`config.mk`:
```
export PLATFORM = sky130hd
export DESIGN_NAME = seq_datapath
export DESIGN_NICKNAME = d
export VERILOG_FILES = /design/src/rtl/seq_datapath_pkg.sv /design/src/rtl/seq_datapath_regfile.sv /design/src/rtl/seq_datapath.sv
export SDC_FILE = /design/constraint.sdc
export NUM_CORES = 1
export LEC_CHECK = 0
export ABC_AREA = 1
export BUFFER_PORTS_ARGS = -buffer_cell sky130_fd_sc_hd__buf_2
export CORE_MARGIN = 2
export CORE_UTILIZATION = 57
export DETAILED_ROUTE_END_ITERATION = 8
export PLACE_DENSITY_LB_ADDON = 0.2
export SYNTH_ARGS = -nofsm -noshare
export SYNTH_HDL_FRONTEND = slang
export SYNTH_SLANG_ARGS = --single-unit
```
`constraint.sdc`:
```
create_clock -name clk -period 8.54 [get_ports clk]
set_input_delay 2.562 -clock clk [delete_from_list [all_inputs] [get_ports clk]]
set_output_delay 2.562 -clock clk [all_outputs]
set_load 0.01 [all_outputs]
```
`src/rtl/seq_datapath_pkg.sv`:
```
// Shared types and codes for the sequenced register/ALU datapath.
package seq_datapath_pkg;

  typedef enum logic [2:0] {
    OP_MOVI = 3'b000,
    OP_MOV  = 3'b001,
    OP_ADD  = 3'b010,
    OP_CMP  = 3'b011,
    OP_AND  = 3'b100,
    OP_MVN  = 3'b101
  } opcode_e;

  typedef enum logic [2:0] {
    ST_IDLE,
    ST_LOADA,
    ST_LOADB,
    ST_EXEC,
    ST_WB
  } state_e;

  typedef enum logic [1:0] {
    SH_NONE = 2'b00,
    SH_LSL1 = 2'b01,
    SH_LSR1 = 2'b10,
    SH_ASR1 = 2'b11
  } shift_e;

  typedef enum logic [2:0] {
    ALU_ADD,
    ALU_SUB,
    ALU_AND,
    ALU_PASS,
    ALU_NOT
  } alu_op_e;

  // Bit positions inside the status register.
  localparam int unsigned STAT_Z = 0;
  localparam int unsigned STAT_N = 1;
  localparam int unsigned STAT_V = 2;

  function automatic alu_op_e alu_op_of(logic [2:0] op);
    case (op)
      OP_ADD:  return ALU_ADD;
      OP_CMP:  return ALU_SUB;
      OP_AND:  return ALU_AND;
      OP_MVN:  return ALU_NOT;
      default: return ALU_PASS;
    endcase
  endfunction

  // MOV and MOVI leave the status register alone.
  function automatic logic sets_flags(logic [2:0] op);
    return (op == OP_ADD) || (op == OP_CMP) || (op == OP_AND) || (op == OP_MVN);
  endfunction

endpackage

```
`src/rtl/seq_datapath_regfile.sv`:
```
// Register file: one synchronous write port, two combinational read ports.
module regfile_p
  import seq_datapath_pkg::*;
#(
  parameter int W    = 16,
  parameter int NREG = 8,
  localparam int RA  = $clog2(NREG)
) (
  input  logic          clk,
  input  logic          reset,
  input  logic          we,
  input  logic [RA-1:0] waddr,
  input  logic [W-1:0]  wdata,
  input  logic [RA-1:0] raddr_a,
  input  logic [RA-1:0] raddr_b,
  output logic [W-1:0]  rdata_a,
  output logic [W-1:0]  rdata_b
);

  logic [W-1:0] mem_q [NREG];
  logic [W-1:0] mem_d [NREG];

  // Next register contents: single addressed write when enabled.
  always_comb begin
    mem_d = mem_q;
    if (we) mem_d[waddr] = wdata;
  end

  // Register storage, cleared by reset.
  always_ff @(posedge clk or posedge reset) begin
    if (reset) begin
      for (int i = 0; i < NREG; i++) mem_q[i] <= '0;
    end else begin
      mem_q <= mem_d;
    end
  end

  assign rdata_a = mem_q[raddr_a];
  assign rdata_b = mem_q[raddr_b];

endmodule

```
`src/rtl/seq_datapath.sv`:
```
// Multi-cycle datapath: instruction capture, A/B operand registers,
// inline shifter + ALU, result register C, status flags, register file.
//
// state   | meaning
// IDLE    | waiting for start; illegal ops complete here with err
// LOADA   | A <= R[rn]
// LOADB   | B <= R[rm]
// EXEC    | C <= ALU result, status update (CMP completes here)
// WB      | R[rd] <= C, or sign-extended imm8 for MOVI
module seq_datapath
  import seq_datapath_pkg::*;
#(
  parameter int W    = 16,
  parameter int NREG = 8,
  localparam int RA  = $clog2(NREG)
) (
  input  logic          clk,
  input  logic          reset,
  input  logic          start,
  input  logic [2:0]    op,
  input  logic [RA-1:0] rd,
  input  logic [RA-1:0] rn,
  input  logic [RA-1:0] rm,
  input  logic [1:0]    shift,
  input  logic [7:0]    imm8,
  output logic          busy,
  output logic          done,
  output logic          err,
  output logic [2:0]    Z_out,
  output logic [W-1:0]  datapath_out
);

  state_e        state_q, state_d;
  logic [2:0]    op_q, op_d;
  logic [RA-1:0] rd_q, rd_d;
  logic [RA-1:0] rn_q, rn_d;
  logic [RA-1:0] rm_q, rm_d;
  logic [1:0]    shift_q, shift_d;
  logic [7:0]    imm8_q, imm8_d;
  logic [W-1:0]  a_q, a_d;
  logic [W-1:0]  b_q, b_d;
  logic [W-1:0]  c_q, c_d;
  logic [2:0]    status_q, status_d;
  logic          done_q, done_d;
  logic          err_q, err_d;

  logic          rf_we;
  logic [W-1:0]  rf_wdata;
  logic [W-1:0]  rf_rdata_a;
  logic [W-1:0]  rf_rdata_b;
  logic [W-1:0]  sh_b;
  logic [W-1:0]  alu_res;
  logic          alu_v;

  regfile_p #(.W(W), .NREG(NREG)) u_rf (
    .clk     (clk),
    .reset   (reset),
    .we      (rf_we),
    .waddr   (rd_q),
    .wdata   (rf_wdata),
    .raddr_a (rn_q),
    .raddr_b (rm_q),
    .rdata_a (rf_rdata_a),
    .rdata_b (rf_rdata_b)
  );

  // Barrel of one: optional single-bit shift of the B operand.
  always_comb begin
    sh_b = b_q;
    case (shift_q)
      SH_LSL1: sh_b = {b_q[W-2:0], 1'b0};
      SH_LSR1: sh_b = {1'b0, b_q[W-1:1]};
      SH_ASR1: sh_b = {b_q[W-1], b_q[W-1:1]};
      default: sh_b = b_q;
    endcase
  end

  // ALU; overflow only meaningful for add/subtract.
  always_comb begin
    alu_res = '0;
    alu_v   = 1'b0;
    case (alu_op_of(op_q))
      ALU_ADD: begin
        alu_res = a_q + sh_b;
        alu_v   = (a_q[W-1] == sh_b[W-1]) && (alu_res[W-1] != a_q[W-1]);
      end
      ALU_SUB: begin
        alu_res = a_q - sh_b;
        alu_v   = (a_q[W-1] != sh_b[W-1]) && (alu_res[W-1] != a_q[W-1]);
      end
      ALU_AND:  alu_res = a_q & sh_b;
      ALU_PASS: alu_res = sh_b;
      ALU_NOT:  alu_res = ~sh_b;
      default:  alu_res = '0;
    endcase
  end

  // Sequencer: next state, register loads and completion pulses.
  always_comb begin
    state_d  = state_q;
    op_d     = op_q;
    rd_d     = rd_q;
    rn_d     = rn_q;
    rm_d     = rm_q;
    shift_d  = shift_q;
    imm8_d   = imm8_q;
    a_d      = a_q;
    b_d      = b_q;
    c_d      = c_q;
    status_d = status_q;
    done_d   = 1'b0;
    err_d    = 1'b0;
    rf_we    = 1'b0;
    rf_wdata = c_q;
    case (state_q)
      ST_IDLE: begin
        if (start) begin
          op_d    = op;
          rd_d    = rd;
          rn_d    = rn;
          rm_d    = rm;
          shift_d = shift;
          imm8_d  = imm8;
          case (op)
            OP_MOVI:               state_d = ST_WB;
            OP_MOV, OP_MVN:        state_d = ST_LOADB;
            OP_ADD, OP_AND, OP_CMP: state_d = ST_LOADA;
            default: begin
              done_d = 1'b1;
              err_d  = 1'b1;
            end
          endcase
        end
      end
      ST_LOADA: begin
        a_d     = rf_rdata_a;
        state_d = ST_LOADB;
      end
      ST_LOADB: begin
        b_d     = rf_rdata_b;
        state_d = ST_EXEC;
      end
      ST_EXEC: begin
        c_d = alu_res;
        if (sets_flags(op_q)) begin
          status_d[STAT_Z] = (alu_res == '0);
          status_d[STAT_N] = alu_res[W-1];
          status_d[STAT_V] = alu_v;
        end
        if (op_q == OP_CMP) begin
          state_d = ST_IDLE;
          done_d  = 1'b1;
        end else begin
          state_d = ST_WB;
        end
      end
      ST_WB: begin
        rf_we    = 1'b1;
        rf_wdata = (op_q == OP_MOVI) ? {{(W-8){imm8_q[7]}}, imm8_q} : c_q;
        state_d  = ST_IDLE;
        done_d   = 1'b1;
      end
      default: state_d = ST_IDLE;
    endcase
  end

  // State and datapath registers.
  always_ff @(posedge clk or posedge reset) begin
    if (reset) begin
      state_q  <= ST_IDLE;
      op_q     <= '0;
      rd_q     <= '0;
      rn_q     <= '0;
      rm_q     <= '0;
      shift_q  <= '0;
      imm8_q   <= '0;
      a_q      <= '0;
      b_q      <= '0;
      c_q      <= '0;
      status_q <= '0;
      done_q   <= 1'b0;
      err_q    <= 1'b0;
    end else begin
      state_q  <= state_d;
      op_q     <= op_d;
      rd_q     <= rd_d;
      rn_q     <= rn_d;
      rm_q     <= rm_d;
      shift_q  <= shift_d;
      imm8_q   <= imm8_d;
      a_q      <= a_d;
      b_q      <= b_d;
      c_q      <= c_d;
      status_q <= status_d;
      done_q   <= done_d;
      err_q    <= err_d;
    end
  end

  assign busy         = (state_q != ST_IDLE);
  assign done         = done_q;
  assign err          = err_q;
  assign Z_out        = status_q;
  assign datapath_out = c_q;

endmodule

```
==> results of run 1 <==
-- worst paths after layout --
kind                                         from                   endpoint  slack (ns)  cells past startpoint
max                        state_q[1]$_DFFE_PP0P_                       busy        4.25                      5
min                         imm8_q[2]$_DFFE_PP0P_      imm8_q[2]$_DFFE_PP0P_        0.47                      2
max reg2reg                shift_q[1]$_DFFE_PP0P_       Z_out[0]$_DFFE_PP0P_        4.94                     21
min reg2reg                 imm8_q[2]$_DFFE_PP0P_      imm8_q[2]$_DFFE_PP0P_        0.47                      2
max in group asynchronous                   reset        rm_q[1]$_DFFE_PP0P_        4.79                      3
min in group asynchronous                   reset  u_rf.mem_q[8]$_DFFE_PP0P_        2.27                      2
-- placed cells by master (no fill, tap or decap), drive strengths merged, types with 2 or more instances in the layout --
cell,synthesis,final
o21ai,279,279
a31oi,25,25
nand2,504,504
inv,211,211
a21oi,94,94
nor2,168,168
nand3,116,116
fa,2,2
buf,44,57
clkinv,0,3
nor3,11,11
nand4,10,10
clkbuf,54,36
o21bai,4,4
dfrtp,206,206
mux2i,2,2
o211ai,67,67
ha,34,34
o221ai,6,6
-- registers in the layout, indices dropped and copies added, names as in the netlist --
register / flops
rn_q: 3
done: 1
imm8_q: 8
a_q: 16
b_q: 16
datapath_out: 16
state_q: 3
rm_q: 3
shift_q: 2
u_rf.mem_q: 128
err: 1
Z_out: 3
op_q: 3
rd_q: 3
-- final cells by class --
cell class,instances,area [um2]
clock buffers,36,694
well taps,285,357
flip-flops and latches,206,5160
inverters,211,807
fillers,2093,8550
clock inverters,4,48.8
repair buffers,57,313
multi-input cells,1329,6580
-- kinds of logic (layout without fill, tap and decap cells) --
family	count (synthesis)	after routing	synth area share
compound gates	477	477	0.206
xor+xnor	1	1	0.000675
fa+ha+maj	36	36	0.0358
buf+inv	309	308	0.0970
flops	206	206	0.397
mux	2	2	0.00154
simple gates	813	813	0.262
-- power groups by stage --
stage               Sequential (mW)  Combinational, mW  Clock (mW)
finish                         1.70               3.76       0.982
global route                   1.74               4.19        1.03
CTS                            1.69               3.68       0.988
detailed placement             1.70               3.66           0
global placement               1.69               3.59           0
floorplan                      1.56               2.81           0
-- routing by layer --
layer  share of wire  vias to the layer above  GRT usage
met3           0.079                      104     0.0387
met5               0                        -          0
met2            0.47                      542      0.533
met4           0.039                        0      0.133
met1            0.42                     5884      0.454
li1                -                     6028          -
-- through the flow --
stage	cells	total power [mW]
detailed placement	2088	5.35
CTS	2128	6.36
finish	2128	6.44
global placement	2088	5.27
global route	2128	6.96
floorplan	1844	4.37
-- worst register-to-register path: cells and delay by family (launching register included) --
| kind | cells | cell delay (ns) |
|---|---|---|
| adders and majority gates | 2 | 0.70 |
| buffers and inverters | 2 | 0.23 |
| DFF | 1 | 0.55 |
| and+or+nand+nor | 17 | 2.06 |
==> summary.txt, run 1 <==
STA
  – Final Hold Slack: 0.472 ns
  – Period utilization: 0.502
  – Fin. Hold Viols: 0
  – Highest Clock Rate: 233 MHz
  – Final worst setup slack: 4.25 ns
  – RSZ-0062 raised after global routing: false
  – Max-slew violations: 0
  – Fin crit period: 4.29 ns
  – Clock Skew: 0.0126 ns
  – Max_slew headroom: 0.257
  – Final Setup Violations: 0
  – Worst Max-Slew Pin Slew: 1.11 ns
  – Setup TNS: 0 ns

Yosys
  – Count of flip-flops with a built-in enable after synthesis: 0
  – Mapped cell area: 0.0130 mm2
  – Synth top area cells: dfrtp_1, nand2_1, o21ai_0
  – Biggest area consumer among synthesized cells: dfrtp_1
  – Top post-synthesis cells by count: nand2_1, o21ai_0, dfrtp_1
  – #FFs+latches synth: 206
  – Post-synthesis cell count: 1844
  – Syn Nets: 1905
  – Top-count cell post-synth: nand2_1
  – Post-synth top area share: 0.397
  – Yosys cell types: 44
  – Predominant post-synthesis flop cell: dfrtp_1
  – Synth Warn #: 0
  – Register area share after synthesis: 0.397
  – Avg Cell Area, Syn: 7.04 um2
  – Synth async-reset ratio: 1.00

Route
  – Number of vias per cell: 5.90
  – Antenna Violating Nets Remaining: 0
  – Residual DRC: 0
  – DRT Pass-1 Iters: 6
  – Total wire length: 39.2 mm
  – Routed len/inst: 18.4 um
  – DR iter-0 viols: 1220
  – Via Count: between 10000 and 15000

Power and ir drop
  – PwrDens: ~460 mW/mm2
  – Switching Power: 3.36 mW
  – Gate power share: 0.584
  – Leak Pwr: between 6 and 7 nW
  – Peak VDD IR: 234 uV
  – Internal power: 3.08 mW
  – Clk pwr share: 0.152
  – Sequential share of power: 0.264
  – Switching share of power: 0.522

Clocking
  – # hold bufs at CTS: 0
  – Worst-path clk slew: 0.06 ns
  – Clock Latency Late Sink: 0.51 ns
  – Post_cts resized: 0
  – CTS Sinks: slightly above 200
  – CTS buffer count: 23
  – CTS tree: yes
  – H-tree depth: 1
  – CTS max path bufs: 3
  – Postcts setup bufs: 0
  – Clock root cell: clkbuf_16

GRT
  – Initial antenna violation count: 1
  – First-pass GRT wire length: 62.3 mm
  – Grt ovf: 0
  – Largest net degree at the start of global routing: 145
  – Via count of the first global-routing pass: 11783
  – Tot GR Track Use: 0.329

Floorplan
  – Std-Cell Rows: 55
  – IO Pins: 47
  – Die width: 155 um
  – Die Area: 0.0240 mm2
  – Initial core utilization: 0.577
  – Core area: roughly 0.023 mm2
  – Die Span Y: 155 um

Placement
  – DP HPWL: about 27 mm
  – Number of buffers added on ports: between 40 and 50
  – Pre-CTS setup slack: 4.17 ns
  – Final GP Congestion: slightly below 1
  – Post-DP Area: between 0.01 and 0.015 mm2

Setup path
  – Critical path's top delay family: flip-flops
  – CP Class: register to output pin
  – Most used cell, CP: inv_2
  – Crit-path slowest cell: dfrtp_1
  – CP Data Required Time: 5.98 ns
  – Worst EP arrival: 1.72 ns
  – CP Capture Type: output pin
  – Startpoint Class: register
  – Crit-path cells: nor2_2 > inv_2 > nor2_1 > inv_2 > buf_2
  – Peak per-stage delay on the critical path: between 0.6 and 0.7 ns
  – CP Max Fanout: 19
  – Buf+Inv Stages, Crit Path: 3

Cells and area
  – Finished Core Util: 0.620
  – Share of layout cells above drive strength 1: 0.0852
  – N_diodes: 0
  – Syn-to-layout area delta: 7.49%
  – Final Cell Area: 0.0140 mm2
  – Final #Nets: approximately 1900

Run status
  – Run status: completed

Run
  – Max-cap violations: 0

Hold path
  – Hold/Removal Path Class: register to register
(Power assumes the default switching activity.)
==> run 2: changes to the inputs <==
Settings changed: ABC_AREA 1 to 0.
Clock period 8.54 ns to 3.5 ns, I/O delays scaled along.
==> run 2 against run 1 <==
  * The run now ends with setup timing left
  * Global-route usage down 2.3 points
  * Non-clock buffer count up 96
  * Clock-buffer cell count down 7
  * Cell area up 2.3%
  * Highest routed layer unchanged
  * Utilization up 6.4 points
  * Cell count down 26%
  * Sequential share of layout area down 0.83 points
==> summary.txt, run 2 <==
Cells and area
  – Commonest non-fill, non-tap cells in the layout: dfrtp_1, nand2_1, o21ai_0, nor2_1, a21oi_1
  – Filler cells: 1614
  – Final non-filler cell total: approximately 1600
  – Most flop-heavy register: u_rf.mem_q
  – N_diodes: 0
  – Max FFs per register: between 100 and 150
  – Syn-to-layout area delta: 18.2%
  – Final #Nets: between 1000 and 1500
  – Most common cell after layout, fill and taps aside: dfrtp_1
  – Share of layout cells above drive strength 1: 0.274

Route
  – Total wire length: 33.1 mm
  – Antenna Violating Nets Remaining: 0
  – Routed len/inst: 21.0 um
  – Residual DRC: 0
  – DRT Pass-1 Iters: 6
  – Number of vias per cell: 6.18
  – DR iter-0 viols: 661
  – Via Count: about 9800

Yosys
  – Avg Cell Area, Syn: a little over 10 um2
  – Synth top area cells: dfrtp_1, mux4_2, o21ai_0
  – Register area share after synthesis: 0.427
  – Synth Warn #: 0
  – Synth async-reset ratio: 1.00
  – Post-synthesis cell count: 1195
  – Count of flip-flops with a built-in enable after synthesis: 0
  – Top-count cell post-synth: dfrtp_1
  – Post-synth top area share: 0.427
  – Top post-synthesis cells by count: dfrtp_1, nand2_1, o21ai_0
  – Biggest area consumer among synthesized cells: dfrtp_1
  – Predominant post-synthesis flop cell: dfrtp_1
  – Mapped cell area: 0.0121 mm2
  – Yosys cell types: 78
  – #FFs+latches synth: 206
  – Syn Nets: 1256

STA
  – Clock Skew: 0.0154 ns
  – Fin crit period: 3.53 ns
  – Final Setup Violations: 2
  – Period utilization: 1.01
  – Final worst setup slack: -0.0335 ns
  – Max-slew violations: 0
  – RSZ-0062 raised after global routing: true
  – Fin. Hold Viols: 0
  – Worst Max-Slew Pin Slew: 1.24 ns
  – Highest Clock Rate: 283 MHz
  – Max_slew headroom: 0.171

Placement
  – Pre-CTS setup slack: -0.247 ns
  – DP HPWL: 22.6 mm
  – Number of buffers added on ports: 46
  – Final GP Congestion: slightly below 1
  – Inst Count DP: 1526

Floorplan
  – Die Span Y: 150 um
  – Die width: 150 um
  – Core area: about 0.021 mm2
  – Die Area: between 0.02 and 0.025 mm2
  – IO Pins: between 40 and 50
  – Initial core utilization: 0.578
  – Std-Cell Rows: 53

Clocking
  – Worst-path clk slew: 0.06 ns
  – CTS max path bufs: 3
  – Clock Latency Late Sink: 0.52 ns
  – CTS tree: yes
  – H-tree depth: 1
  – Clock root cell: clkbuf_16
  – CTS buffer count: 24
  – CTS Sinks: 206

Setup path
  – CP Data Required Time: 3.92 ns
  – Worst EP arrival: 3.95 ns
  – CP Max Fanout: 7
  – CP Capture Type: register
  – CP Class: register to register
  – Startpoint Class: register

GRT
  – Via count of the first global-routing pass: 9645
  – First-pass GRT wire length: between 50 and 60 mm
  – Grt ovf: 0
  – Largest net degree at the start of global routing: ~130
  – Initial antenna violation count: 0
  – Tot GR Track Use: 0.306

Run status
  – Run status: finished with violations
  – Failing checks: setup timing

Hold path
  – Hold/Removal Path Class: input pin to async pin

Run
  – Max-cap violations: 0
[run 2: per-stage QoR]
| stage | setup TNS [ns] | cell area [um2] | util | hold slack [ns] |
|---|---|---|---|---|
| finish | -0.0560 | 14300 | 0.684 | 0.423 |
| global route | -0.547 | 14300 | 0.684 | 0.414 |
| CTS | -0.0558 | 14100 | 0.674 | 0.413 |
| detailed placement | -0.853 | 13100 | 0.625 | 0.475 |
| global placement | -0.594 | 13100 | 0.625 | 0.471 |
| floorplan | -45.79 | 12100 | - | 0.461 |
[run 2: path summary, 6_finish.rpt]
check	from	endpoint	slack (ns)	cells after the start
max	shift_q[0]$_DFFE_PP0P_	Z_out[0]$_DFFE_PP0P_	-0.03	15
min	reset	u_rf.mem_q[45]$_DFFE_PP0P_	0.42	2
max reg2reg	shift_q[0]$_DFFE_PP0P_	Z_out[0]$_DFFE_PP0P_	-0.03	15
min reg2reg	u_rf.mem_q[33]$_DFFE_PP0P_	u_rf.mem_q[33]$_DFFE_PP0P_	0.50	2
max in group asynchronous	reset	shift_q[1]$_DFFE_PP0P_	2.17	3
min in group clk	u_rf.mem_q[33]$_DFFE_PP0P_	u_rf.mem_q[33]$_DFFE_PP0P_	0.50	2
[run 2: final cells by class]
class	count	area [um2]	area share
well taps	275	344	0.0241
inverters	32	124	0.00867
multi-input cells	871	6700	0.469
flip-flops and latches	206	5160	0.361
clock buffers	29	661	0.0463
repair buffers	153	1070	0.0752
clock inverters	12	221	0.0155
[run 2: kinds of logic (layout without fill, tap and decap cells)]
family,count (synthesis),in the layout,share of synthesized area
flip-flops,206,206,0.427
XOR/XNOR,5,5,0.00362
buffers and inverters,118,226,0.0405
adder cells (fa/ha/maj),36,36,0.0385
multiplexers,155,155,0.199
AO/OA/AOI/OAI,333,333,0.163
AND/OR/NAND/NOR,342,342,0.129
[run 2: routing by layer]
layer,part of all wire,GRT usage,up-vias
met5,0,0,-
met1,0.43,0.431,4859
met3,0.052,0.0357,70
met4,0.036,0.112,0
met2,0.48,0.495,317
li1,-,-,4505
[run 2: critical path, stage by stage, from the launching register on]
cell and delay (ns):
dfrtp_2 0.48, mux2_2 0.36, mux2_2 0.30, ha_4 0.25
buf_4 0.16, a21oi_4 0.18, a21oi_2 0.10, buf_4 0.15
nor3_1 0.19, nor3b_1 0.10, nor4_1 0.27, buf_4 0.16
nand4_1 0.19, nor4_4 0.18, nand4_1 0.11, o31ai_1 0.26
[run 2: what timing repair did]
action,CTS,global route
setup endpoints to repair,6,6
hold buffers,0,0
setup buffers,6,5
pin swaps,14,19
resized for setup,26,36
Power of run 2 is left out: the tool's default activity adds up to more than one toggle a clock period on the data nets, which glitch-free logic cannot reach.
==> run 3: changes to the inputs <==
Settings changed: CORE_ASPECT_RATIO set to 0.6, CORE_UTILIZATION 57 to 43.
==> run 3 against run 2 <==
  * The run still ends with setup timing left
  * Global-route usage down 5.4 points
  * Sequential share of layout area down 0.71 points
  * Worst hold slack better by 0.063 ns
  * Critical path depth down 2
  * Cell area up 2.0%
  * Die area up 32%
  * Setup slack worse by 0.22 ns
  * Flip-flop and latch count unchanged
  * Wire length up 9.2%
  * Utilization down 16 points
  * First-iteration DRC count up 58%
  * Critical path type unchanged
  * Largest cell class unchanged
==> summary.txt, run 3 (synthesis results as in run 2) <==
Setup path
  – Startpoint Class: register
  – Crit-path slowest cell: or4_4
  – CP Class: register to register
  – Crit-path cells: mux2_4 > mux2i_4 > inv_2 > fa_2 > o21ba_4 > or4_4 > a21o_4 > nand3_2 > nor3b_4 > nand4_1 > nor4_4 > nand4_1 > o31ai_1
  – Peak per-stage delay on the critical path: 0.54 ns
  – CP Capture Type: register
  – Most used cell, CP: nand4_1
  – CP Data Required Time: 3.94 ns
  – CP Max Fanout: 7
  – Worst EP arrival: 4.19 ns

Floorplan
  – IO Pins: 47
  – Core area: between 0.02 and 0.03 mm2
  – Die Span Y: 134 um
  – Initial core utilization: 0.438
  – Die Area: ~0.030 mm2
  – Die width: 220 um
  – Std-Cell Rows: 47

STA
  – Max-slew violations: 0
  – Highest Clock Rate: 267 MHz
  – Clock Skew: 0.0154 ns
  – Fin. Hold Viols: 0
  – RSZ-0062 raised after global routing: true
  – Max_slew headroom: 0.212
  – Final worst setup slack: -0.250 ns
  – Worst Max-Slew Pin Slew: around 1.2 ns
  – Final Setup Violations: 3
  – Setup TNS: -0.408 ns
  – Fin crit period: 3.75 ns
  – Period utilization: 1.07

Route
  – Residual DRC: 0
  – Routed len/inst: between 20 and 25 um
  – Antenna Violating Nets Remaining: 0
  – DR iter-0 viols: ~1000
  – Number of vias per cell: 5.74
  – DRT Pass-1 Iters: 7
  – Via Count: about 9800
  – Total wire length: between 30 and 40 mm

Hold path
  – Hold/Removal Path Class: register to register

Placement
  – Final GP Congestion: 0.963
  – Inst Count DP: between 1500 and 2000
  – DP HPWL: 25.7 mm
  – Number of buffers added on ports: 46

Clocking
  – # hold bufs at CTS: 0
  – Clock root cell: clkbuf_16
  – CTS Sinks: 206
  – Worst-path clk slew: 0.06 ns
  – CTS buffer count: 22
  – Clock Latency Late Sink: between 0.5 and 0.6 ns
  – CTS max path bufs: 3
  – CTS tree: yes
  – H-tree depth: 1

Cells and area
  – Final non-filler cell total: between 1500 and 2000
  – Share of layout cells above drive strength 1: 0.294
  – Syn-to-layout area delta: 20.6%
  – Finished Core Util: 0.528
  – Most common cell after layout, fill and taps aside: dfrtp_1
  – Final #Nets: 1380
  – Commonest non-fill, non-tap cells in the layout: dfrtp_1, nand2_1, o21ai_0, buf_4, nor2_1
  – Most flop-heavy register: u_rf.mem_q
  – Filler cells: 2505
  – Max FFs per register: 128
  – N_diodes: 0

GRT
  – Initial antenna violation count: 2
  – Largest net degree at the start of global routing: 42
  – Via count of the first global-routing pass: 9586
  – First-pass GRT wire length: 56.5 mm
  – Tot GR Track Use: 0.252
  – Grt ovf: 0

Run status
  – Failing checks: setup timing
  – Run status: finished with violations

Run
  – Max-cap violations: 0
run 3: cell types whose count changed in the layout (fill, tap and decap cells not counted), sizes merged:
cell	change
buf	+33
clkinv	+2
clkinvlp	-2
clkbuf	+3
bufinv	-6
run 3: cell type report:
class	count	area [um2]	share of cell area
clock buffers	32	649	0.0446
clock inverters	6	40.0	0.00275
inverters	32	124	0.00850
multi-input cells	871	6770	0.464
flip-flops and latches	206	5160	0.354
well taps	367	459	0.0315
repair buffers	186	1370	0.0939
run 3: final timing paths:
path / startpoint / to / slack, ns / depth (start not counted)
worst min-delay path: Z_out[1]$_DFFE_PP0P_ / Z_out[1]$_DFFE_PP0P_ / 0.49 / 2
worst min register to register: Z_out[1]$_DFFE_PP0P_ / Z_out[1]$_DFFE_PP0P_ / 0.49 / 2
worst max-delay path: shift_q[0]$_DFFE_PP0P_ / Z_out[0]$_DFFE_PP0P_ / -0.25 / 13
min in group asynchronous: reset / u_rf.mem_q[118]$_DFFE_PP0P_ / 0.71 / 2
worst max register to register: shift_q[0]$_DFFE_PP0P_ / Z_out[0]$_DFFE_PP0P_ / -0.25 / 13
max in group asynchronous: reset / a_q[10]$_DFFE_PP0P_ / 2.06 / 3
run 3: worst max-delay path: cells and delay by family, from the launching register on:
family / cells / cell delay, ns
adders and majority gates: 1 / 0.37
muxes: 2 / 0.49
DFF: 1 / 0.47
and+or+nand+nor: 6 / 1.59
buffers and inverters: 1 / 0.08
AOI/OAI and AO/OA: 3 / 0.67
run 3: metrics by stage:
step	setup slack (ns)	cell area, um2	hold slack, ns
finish	-0.250	14600	0.486
global route	-0.400	14600	0.513
CTS	-0.0845	14300	0.488
detailed placement	-0.384	13500	0.473
global placement	-0.235	13500	0.468
floorplan	-0.222	12100	0.461
run 3: routing by layer:
| layer | GRT usage | vias to the layer above | routed length [um] |
|---|---|---|---|
| li1 | - | 4551 | - |
| met1 | 0.398 | 4851 | 17700 |
| met2 | 0.368 | 306 | 15400 |
| met3 | 0.0408 | 57 | 2380 |
| met4 | 0.0403 | 0 | 632 |
| met5 | 0 | - | 0 |
run 3: repair_timing:
action | 4_1_cts | 5_1_grt
pin swaps | 10 | 22
gates resized for setup | 26 | 46
setup endpoints to repair | 9 | 10
setup buffers | 5 | 4
Power of run 3 is left out for the same reason.
